<file path="src/rtl/reorder_buffer.sv">
// reorder_buffer: circular ROB between dispatch allocation and in-order retire.
// One allocation and one retire per cycle, three completion ports (ALU, branch,
// LSU), and rollback of younger entries on a branch mispredict.
// Optional statistics counters are compiled in with `define ROB_STATS_EN.
module reorder_buffer #(
    parameter int DEPTH = 32,
    parameter int PTR_W = 5
) (
    input  logic             clk,
    input  logic             reset,
    input  logic             write_en,
    input  logic [6:0]       pd_new_in,
    input  logic [6:0]       pd_old_in,
    input  logic [31:0]      pc_in,
    output logic [PTR_W-1:0] ptr,
    output logic             full,
    output logic             empty,
    input  logic             fu_alu_done,
    input  logic [PTR_W-1:0] rob_fu_alu,
    input  logic             fu_b_done,
    input  logic [PTR_W-1:0] rob_fu_b,
    input  logic             fu_mem_done,
    input  logic [PTR_W-1:0] rob_fu_mem,
    input  logic             br_mispredict,
    input  logic [PTR_W-1:0] mispredict_tag,
    output logic             valid_retired,
    output logic [PTR_W-1:0] rob_tag_out,
    output logic [6:0]       pd_old_out,
    output logic [6:0]       pd_new_out,
    output logic [31:0]      pc_out
`ifdef ROB_STATS_EN
    ,
    output logic [31:0]      retired_count,
    output logic [31:0]      flush_count
`endif
);

    typedef struct packed {
        logic [6:0]  pd_new;
        logic [6:0]  pd_old;
        logic [31:0] pc;
    } rob_payload_t;

    rob_payload_t     payload [DEPTH];
    logic [DEPTH-1:0] valid;
    logic [DEPTH-1:0] complete;
    logic [DEPTH-1:0] done_hit;
    logic [DEPTH-1:0] squash;
    logic [PTR_W-1:0] head;
    logic [PTR_W-1:0] tail;
    logic [PTR_W:0]   count;

    logic             alloc;
    logic             retire;
    logic             flush;
    logic [PTR_W-1:0] br_age;

    assign ptr    = tail;
    assign full   = (count == (PTR_W+1)'(DEPTH));
    assign empty  = (count == '0);
    // Any mispredict, even one with a stale tag, blocks the allocation.
    assign alloc  = write_en && !full && !br_mispredict;
    assign retire = valid[head] && complete[head];
    assign flush  = br_mispredict && valid[mispredict_tag];
    // Age relative to head; DEPTH is a power of two so the subtract wraps.
    assign br_age = mispredict_tag - head;

    // Per-entry completion match and squash decision.
    for (genvar i = 0; i < DEPTH; i++) begin : g_entry
        logic [PTR_W-1:0] age;
        assign age = PTR_W'(i) - head;
        assign done_hit[i] = (fu_alu_done && rob_fu_alu == PTR_W'(i)) ||
                             (fu_b_done   && rob_fu_b   == PTR_W'(i)) ||
                             (fu_mem_done && rob_fu_mem == PTR_W'(i));
        assign squash[i]   = flush && valid[i] && (age > br_age);
    end

    // Entry status: allocate, squash/retire clear, completion set (only on valid entries).
    always_ff @(posedge clk or posedge reset) begin
        if (reset) begin
            valid    <= '0;
            complete <= '0;
        end else begin
            for (int i = 0; i < DEPTH; i++) begin
                if (alloc && tail == PTR_W'(i)) begin
                    valid[i]    <= 1'b1;
                    complete[i] <= 1'b0;
                end else if (squash[i] || (retire && head == PTR_W'(i))) begin
                    valid[i]    <= 1'b0;
                    complete[i] <= 1'b0;
                end else if (valid[i] && done_hit[i]) begin
                    complete[i] <= 1'b1;
                end
            end
        end
    end

    // Payload storage; qualified by valid, so it needs no reset.
    always_ff @(posedge clk) begin
        if (alloc) begin
            payload[tail] <= '{pd_new: pd_new_in, pd_old: pd_old_in, pc: pc_in};
        end
    end

    // Head, tail and occupancy.
    always_ff @(posedge clk or posedge reset) begin
        if (reset) begin
            head  <= '0;
            tail  <= '0;
            count <= '0;
        end else begin
            if (retire) head <= head + PTR_W'(1);
            if (flush) begin
                tail  <= mispredict_tag + PTR_W'(1);
                count <= {1'b0, br_age} + (PTR_W+1)'(1) - {{PTR_W{1'b0}}, retire};
            end else begin
                if (alloc) tail <= tail + PTR_W'(1);
                case ({alloc, retire})
                    2'b10:   count <= count + (PTR_W+1)'(1);
                    2'b01:   count <= count - (PTR_W+1)'(1);
                    default: count <= count;
                endcase
            end
        end
    end

    // Registered retire port; data holds between retires.
    always_ff @(posedge clk or posedge reset) begin
        if (reset) begin
            valid_retired <= 1'b0;
            rob_tag_out   <= '0;
            pd_old_out    <= '0;
            pd_new_out    <= '0;
            pc_out        <= '0;
        end else begin
            valid_retired <= retire;
            if (retire) begin
                rob_tag_out <= head;
                pd_old_out  <= payload[head].pd_old;
                pd_new_out  <= payload[head].pd_new;
                pc_out      <= payload[head].pc;
            end
        end
    end

`ifdef ROB_STATS_EN
    // Valid entries younger than the branch, taken before this cycle's update.
    logic [PTR_W:0] squash_n;
    assign squash_n = count - {1'b0, br_age} - (PTR_W+1)'(1);

    // Retire counter saturates; flush counter accumulates squashed entries.
    always_ff @(posedge clk or posedge reset) begin
        if (reset) begin
            retired_count <= '0;
            flush_count   <= '0;
        end else begin
            if (retire && retired_count != '1) retired_count <= retired_count + 32'd1;
            if (flush) flush_count <= flush_count + 32'(squash_n);
        end
    end
`endif

endmodule

</file>
<file path="config.mk">
export PLATFORM = sky130hd
export DESIGN_NAME = reorder_buffer
export DESIGN_NICKNAME = d
export VERILOG_FILES = /design/src/rtl/reorder_buffer.sv
export SDC_FILE = /design/constraint.sdc
export NUM_CORES = 2
export LEC_CHECK = 0
export CORE_AREA = 2 2 429 517
export DETAILED_ROUTE_END_ITERATION = 8
export DIE_AREA = 0 0 431 519
export DONT_BUFFER_PORTS = 1
export SETUP_SLACK_MARGIN = 0.02
export SYNTH_ARGS = -nofsm -noshare
export SYNTH_HDL_FRONTEND = slang
export SYNTH_SLANG_ARGS = --single-unit
</file>
<file path="constraint.sdc">
create_clock -name clk -period 11.2 [get_ports clk]
set_input_delay 1.12 -clock clk [delete_from_list [all_inputs] [get_ports clk]]
set_output_delay 1.12 -clock clk [all_outputs]
set_load 0.02 [all_outputs]
</file>
* After elaboration in Yosys (flattened, before gate mapping)
Memory sizes are Yosys's and may differ from the RTL's. A register that Yosys moved wholly into a read port is not among the register bits. Cells that the tools add are included.
Cells by class: add/subtract/negate cells 40, $lt $le $gt $ge 34, eq/ne operators 158, multiplexer cells 172, reductions and logical operators 430
Operator list (number):
- equality test 5 bit (second input constant) | 80
- logical AND 1 bit | 260
- equality test 5 x 4 -> 1 bit (second input constant) | 40
- two-way mux 1 bit | 165
- > comparator 5 bit | 32
- equality test 5 x 3 -> 1 bit (second input constant) | 20
- nonzero test 3 bit | 33
- logical OR 1 bit | 96
- subtractor 5 bit (first input constant) | 16
- nonzero test 2 bit | 33
- equality test 5 x 2 -> 1 bit (second input constant) | 10
- subtractor 4 x 5 -> 5 bit (first input constant) | 8
- equality test 5 x 1 -> 1 bit (second input constant) | 5
- zero test 5 bit | 5
- subtractor 3 x 5 -> 5 bit (first input constant) | 4
- adder 5 x 1 -> 5 bit (second input constant) | 3
- binary-select mux 1 bit (select 5 bit) | 3
- < comparator 5 x 6 -> 1 bit (second input constant) | 2
- case mux 6 bit (2 select lines) | 1
- two-way mux 5 bit | 2
- subtractor 1 x 5 -> 5 bit (first input constant) | 2
- subtractor 2 x 5 -> 5 bit (first input constant) | 2
- adder 5 x 1 -> 6 bit (second input constant) | 1
- adder 6 x 1 -> 6 bit (second input constant) | 1
- 9 further kinds | 10
Word-level totals: register bits 86, bits in writable memories 1472, logic and storage cells 904, memories kept 1
Memory list:
- payload | words 32, width 46, read ports 1, clocked after memory_dff 1, wr ports 1, line 44 | rob_payload_t payload [DEPTH];

* Depth between registers and ports, before layout
depth in word-level cells 8, depth in mapped cells 18, mapped depth without buffers 15

* Worst setup path after synthesis
OpenSTA, ideal clock, no wires.
path kind input to register, start in br_mispredict, end reg complete[4], setup time 120 ps, data arrival time 4516 ps, data required time 11080 ps, slack 6564 ps, stages on the path 6, path buffers 1, path through or3b_2 -> or3_1 -> clkbuf_1 -> nor2_1 -> nor2_1 -> and3_1
Between the ends: cells in the longest elaborated chain, start to end 6, elaborated cells on any way between the ends 10, those cells by class mux: 2; reduce/logical: 8
RTL lines:
- start, declared | line 24 | input logic br_mispredict,
- logical AND 1 bit | line 64 | assign flush = br_mispredict && valid[mispredict_tag];
- logical AND 1 bit (2 in a row) | line 75 | assign squash[i] = flush && valid[i] && (age > br_age);
- logical OR 1 bit | line 88 | end else if (squash[i] || (retire && head == PTR_W'(i))) begin
- two-way mux 1 bit | line 88
- two-way mux 1 bit | line 85 | if (alloc && tail == PTR_W'(i)) begin
- end signal, assigned by index | line 87 | complete[i] <= 1'b0;
- end signal, assigned by index | line 90 | complete[i] <= 1'b0;
- end signal, assigned by index | line 92 | complete[i] <= 1'b1;
- end, declared | line 46 | logic [DEPTH-1:0] complete;
Several ways; a longest one is shown, not always the timed one. A chain may end at the register's enable or synchronous reset.

* Final worst setup path
start reg head[1], end reg complete[13]
Between the ends: cells in the longest elaborated chain, start to end 7, elaborated cells on any way between the ends 15, those cells by class add/sub: 2; order compare: 1; eq/ne: 1; mux: 6; reduce/logical: 5
RTL lines:
- start, declared | line 49 | logic [PTR_W-1:0] head;
- start signal, assigned | line 112 | if (retire) head <= head + PTR_W'(1);
- parallel branches: the longest is 4 deep, another holds subtractor 4 x 5 -> 5 bit
- logical OR 1 bit (*) | line 88
- two-way mux 1 bit | line 88
- two-way mux 1 bit | line 85
Every way passes the cells marked *. The select of a mux whose other input is x is not followed.

==> metrics.csv <==
stage,metric,value,unit
clocking,"Setup Fix Bufs, Post-CTS",0,
critical_path,Startpoint Class,flop,
global_routing,maximum number of pins on one net before global-route repair,136,
critical_path,CP required,11850,ps
critical_path,Critical Path Sink Type,flop,
critical_path,r2r endpoint,complete[13]$_DFFE_PP0P_,
floorplanning,die area,223700,µm²
critical_path,critical path type,reg2reg,
synthesis,Synth Warn #,0,
drt,DRC viols,0,
clocking,CTS tree,built,
synthesis,sequential area share after synthesis,72.72,%
floorplanning,initial cell density of the core,29.80,%
synthesis,Yosys top cell area share,67.66,%
sta,"Hold Vio Cnt, Final",0,
synthesis,Synth Cell Area,65330,µm²
synthesis,count of cell types in the netlist,80,
layout,Final #Nets,3443,
pwr,Max VDD drop,0.2249,mV
critical_path,CP startpoint,head[1]$_DFFE_PP0P_,
synthesis,largest area contributor in the netlist,edfxtp_1,
place,GPL Wtd Cong,0.8787,
critical_path,reg2reg path depth,15,
drt,final WL,180.4,mm
run,Max Cap Viol,0,
synthesis,most frequent cells after synthesis,"1472 x edfxtp_1, 473 x mux4_2, 132 x dfrtp_1, 126 x o21ai_0, 114 x nand2_1",
clocking,maximum buffer depth of the clock tree,3,
clocking,post_cts resized,0,
synthesis,"count leader, synth",edfxtp_1,
synthesis,Syn Area/Cell,20.17,µm²
floorplanning,Die Height,519,µm
global_routing,GRT Total Usage,15.83,%
floorplanning,die width,431,µm
drt,vias per cell,5.267,
place,detailed placement HPWL,97.25,mm
sta,Final setup viols,0,
sta,final critical-path share of the clock period,48.08,%
synthesis,Post-synth EDFFs,1472,
sta,worst slew pin tran,1250,ps
sta,TNS Setup,0,ps
sta,Worst Skew,31.20,ps
synthesis,fraction of registers with async set/reset,8.229,%
drt,post-route ant nets,0,
critical_path,r2r startpoint,head[1]$_DFFE_PP0P_,
pwr,P per Cell Area,251.0,nW/µm²
run_status,status,finished clean,
pwr,Pleak,23.40,nW
floorplanning,core footprint,219200,µm²
global_routing,vias in the first global route,33468,
critical_path,worst path arrival time,6040,ps
drt,vias,33207,
drt,router iterations before antenna repair,5,
layout,Layout Area Growth over Synthesis,13.50,%
synthesis,top_reg_cell synth,edfxtp_1,
global_routing,first-pass GRT wire length,254.4,mm
clocking,Root Driver,clkbuf_16,
place,number of port buffers,0,
synthesis,Seq cells post-synth,1604,
clocking,CTS buffer count,158,
clocking,clock latency on the worst-skew pair,800,ps
clocking,clk sinks,1604,
clocking,clock slew at reported path FFs,60,ps
global_routing,antenna violations before repair,5,
critical_path,CP Max Fanout,20,
floorplanning,Ports,132,
critical_path,R2R Setup Slk,5810,ps
worst_hold_path,Hold Crit Class,in2async,
clocking,H-tree depth reported by CTS,4,
sta,fin crit period,5385,ps
drt,average wire per standard cell,28.61,µm
layout,layout cells sized above 1,24.54,%
synthesis,synthesized net count,3377,
synthesis,Synth Instances,3239,
clocking,cts hold-fix bufs,0,
floorplanning,Row Count,189,
global_routing,GR Overflow Total,0,
sta,Slew HR,16.49,%
layout,"Core Util, Final",33.82,%
sta,RSZ-0062 raised after global routing,no,
critical_path,crit path to,complete[13]$_DFFE_PP0P_,
sta,Final Max Slew Viols,0,
sta,highest clock rate,185.7,MHz
synthesis,ranking of synthesized cells by area,"edfxtp_1 68%, mux4_2 16%, dfrtp_1 5.1%",
drt,DRT iter0 DRCs,3850,
==> worst min path at each step <==
stage	start	endpoint	slack [ps]	cells after the start
after floorplan	valid[23]$_DFFE_PP0P_	complete[23]$_DFFE_PP0P_	470	1
after global placement	valid[14]$_DFFE_PP0P_	complete[14]$_DFFE_PP0P_	500	1
after detailed placement	valid[14]$_DFFE_PP0P_	complete[14]$_DFFE_PP0P_	530	1
after CTS	reset	pc_out[28]$_DFFE_PP0P_	190	1
after global routing	reset	pc_out[28]$_DFFE_PP0P_	210	1
final	reset	pc_out[28]$_DFFE_PP0P_	220	1
==> report_power, final <==
part           leakage (nW)  internal [W]  switching [W]
logic                  5.97       0.00266        0.00330
registers              14.9       0.00690       0.000478
clock network          2.51       0.00300        0.00228
==> layer usage <==
layer | vias to the layer above | part of all wire, % | GRT usage [%]
met5 | - | 0.0067 | 0
met4 | 2 | 2.1 | 4.120
met3 | 240 | 7.4 | 3.543
met2 | 1308 | 49 | 25.99
met1 | 18033 | 41 | 21.19
li1 | 13624 | - | -
==> layout make-up <==
class / instances / area [µm²]
fill: 20265 / 145100
sequential: 1604 / 47520
multi-input combinational: 1390 / 17040
clock buffer: 213 / 4353
tap: 2865 / 3585
clock inverter: 81 / 764.5
timing repair buffer: 75 / 588.1
inverter: 76 / 302.8
antenna: 1 / 2.502
==> sequential cells by signal, summed over array words and instances, names as in the netlist <==
signal / flops
head: 5
rob_tag_out: 5
pc_out: 32
payload: 1472
complete: 32
ptr: 5
count: 6
pd_new_out: 7
valid_retired: 1
pd_old_out: 7
valid: 32
==> per-stage QoR <==
stage	cells	power [W]	setup slack [ps]	area, µm²	hold slack [ps]
detailed placement	6010	0.01351	5856	69030	528.7
floorplan	3239	0.01174	6554	65330	474.9
finish	6305	0.01861	5815	74150	220.4
global route	6305	0.01944	5357	74150	213.5
CTS	6304	0.01876	5846	74150	194.2
global placement	6010	0.01345	5801	69030	496.3
==> placed cells by master, fill, tap and decap left out, types with 38 or more instances in the layout <==
cell | netlist | layout
edfxtp_1 | 1472 | 1472
mux4_2 | 473 | 473
clkbuf_16 | 0 | 160
dfrtp_1 | 132 | 129
o21ai_0 | 126 | 126
nand2_1 | 114 | 114
buf_4 | 5 | 73
inv_1 | 70 | 67
nor2_1 | 96 | 65
ha_1 | 63 | 63
a21oi_1 | 53 | 52
nand3_1 | 48 | 48
mux2i_1 | 47 | 47
clkbuf_1 | 73 | 38
==> critical path, cell delays in order (launching register included) <==
cell       delay, ps
dfrtp_4          640
clkinv_1         630
ha_1             520
nor2b_1          120
o21ai_0          210
nor3b_1          630
nor2_1           190
inv_1            520
ha_1             380
nand2b_1         110
a221oi_1          60
a211oi_1         390
a21oi_1          160
o21ai_0          290
nor2_1            80
a2111oi_1        310
==> cells by family (layout without fill, tap and decap cells) <==
kind of cell             Yosys count  in the layout  share of synthesized area, %
multiplexers                     522            522                         17.06
AND/OR/NAND/NOR                  372            372                         2.733
adder cells (fa/ha/maj)           76             76                         1.436
flip-flops                      1604           1604                         72.72
XOR/XNOR                          45             45                        0.6244
AO/OA/AOI/OAI                    375            375                         3.838
buffers and inverters            245            445                         1.586
other                              0              1                             0
(Power assumes the default switching activity.)
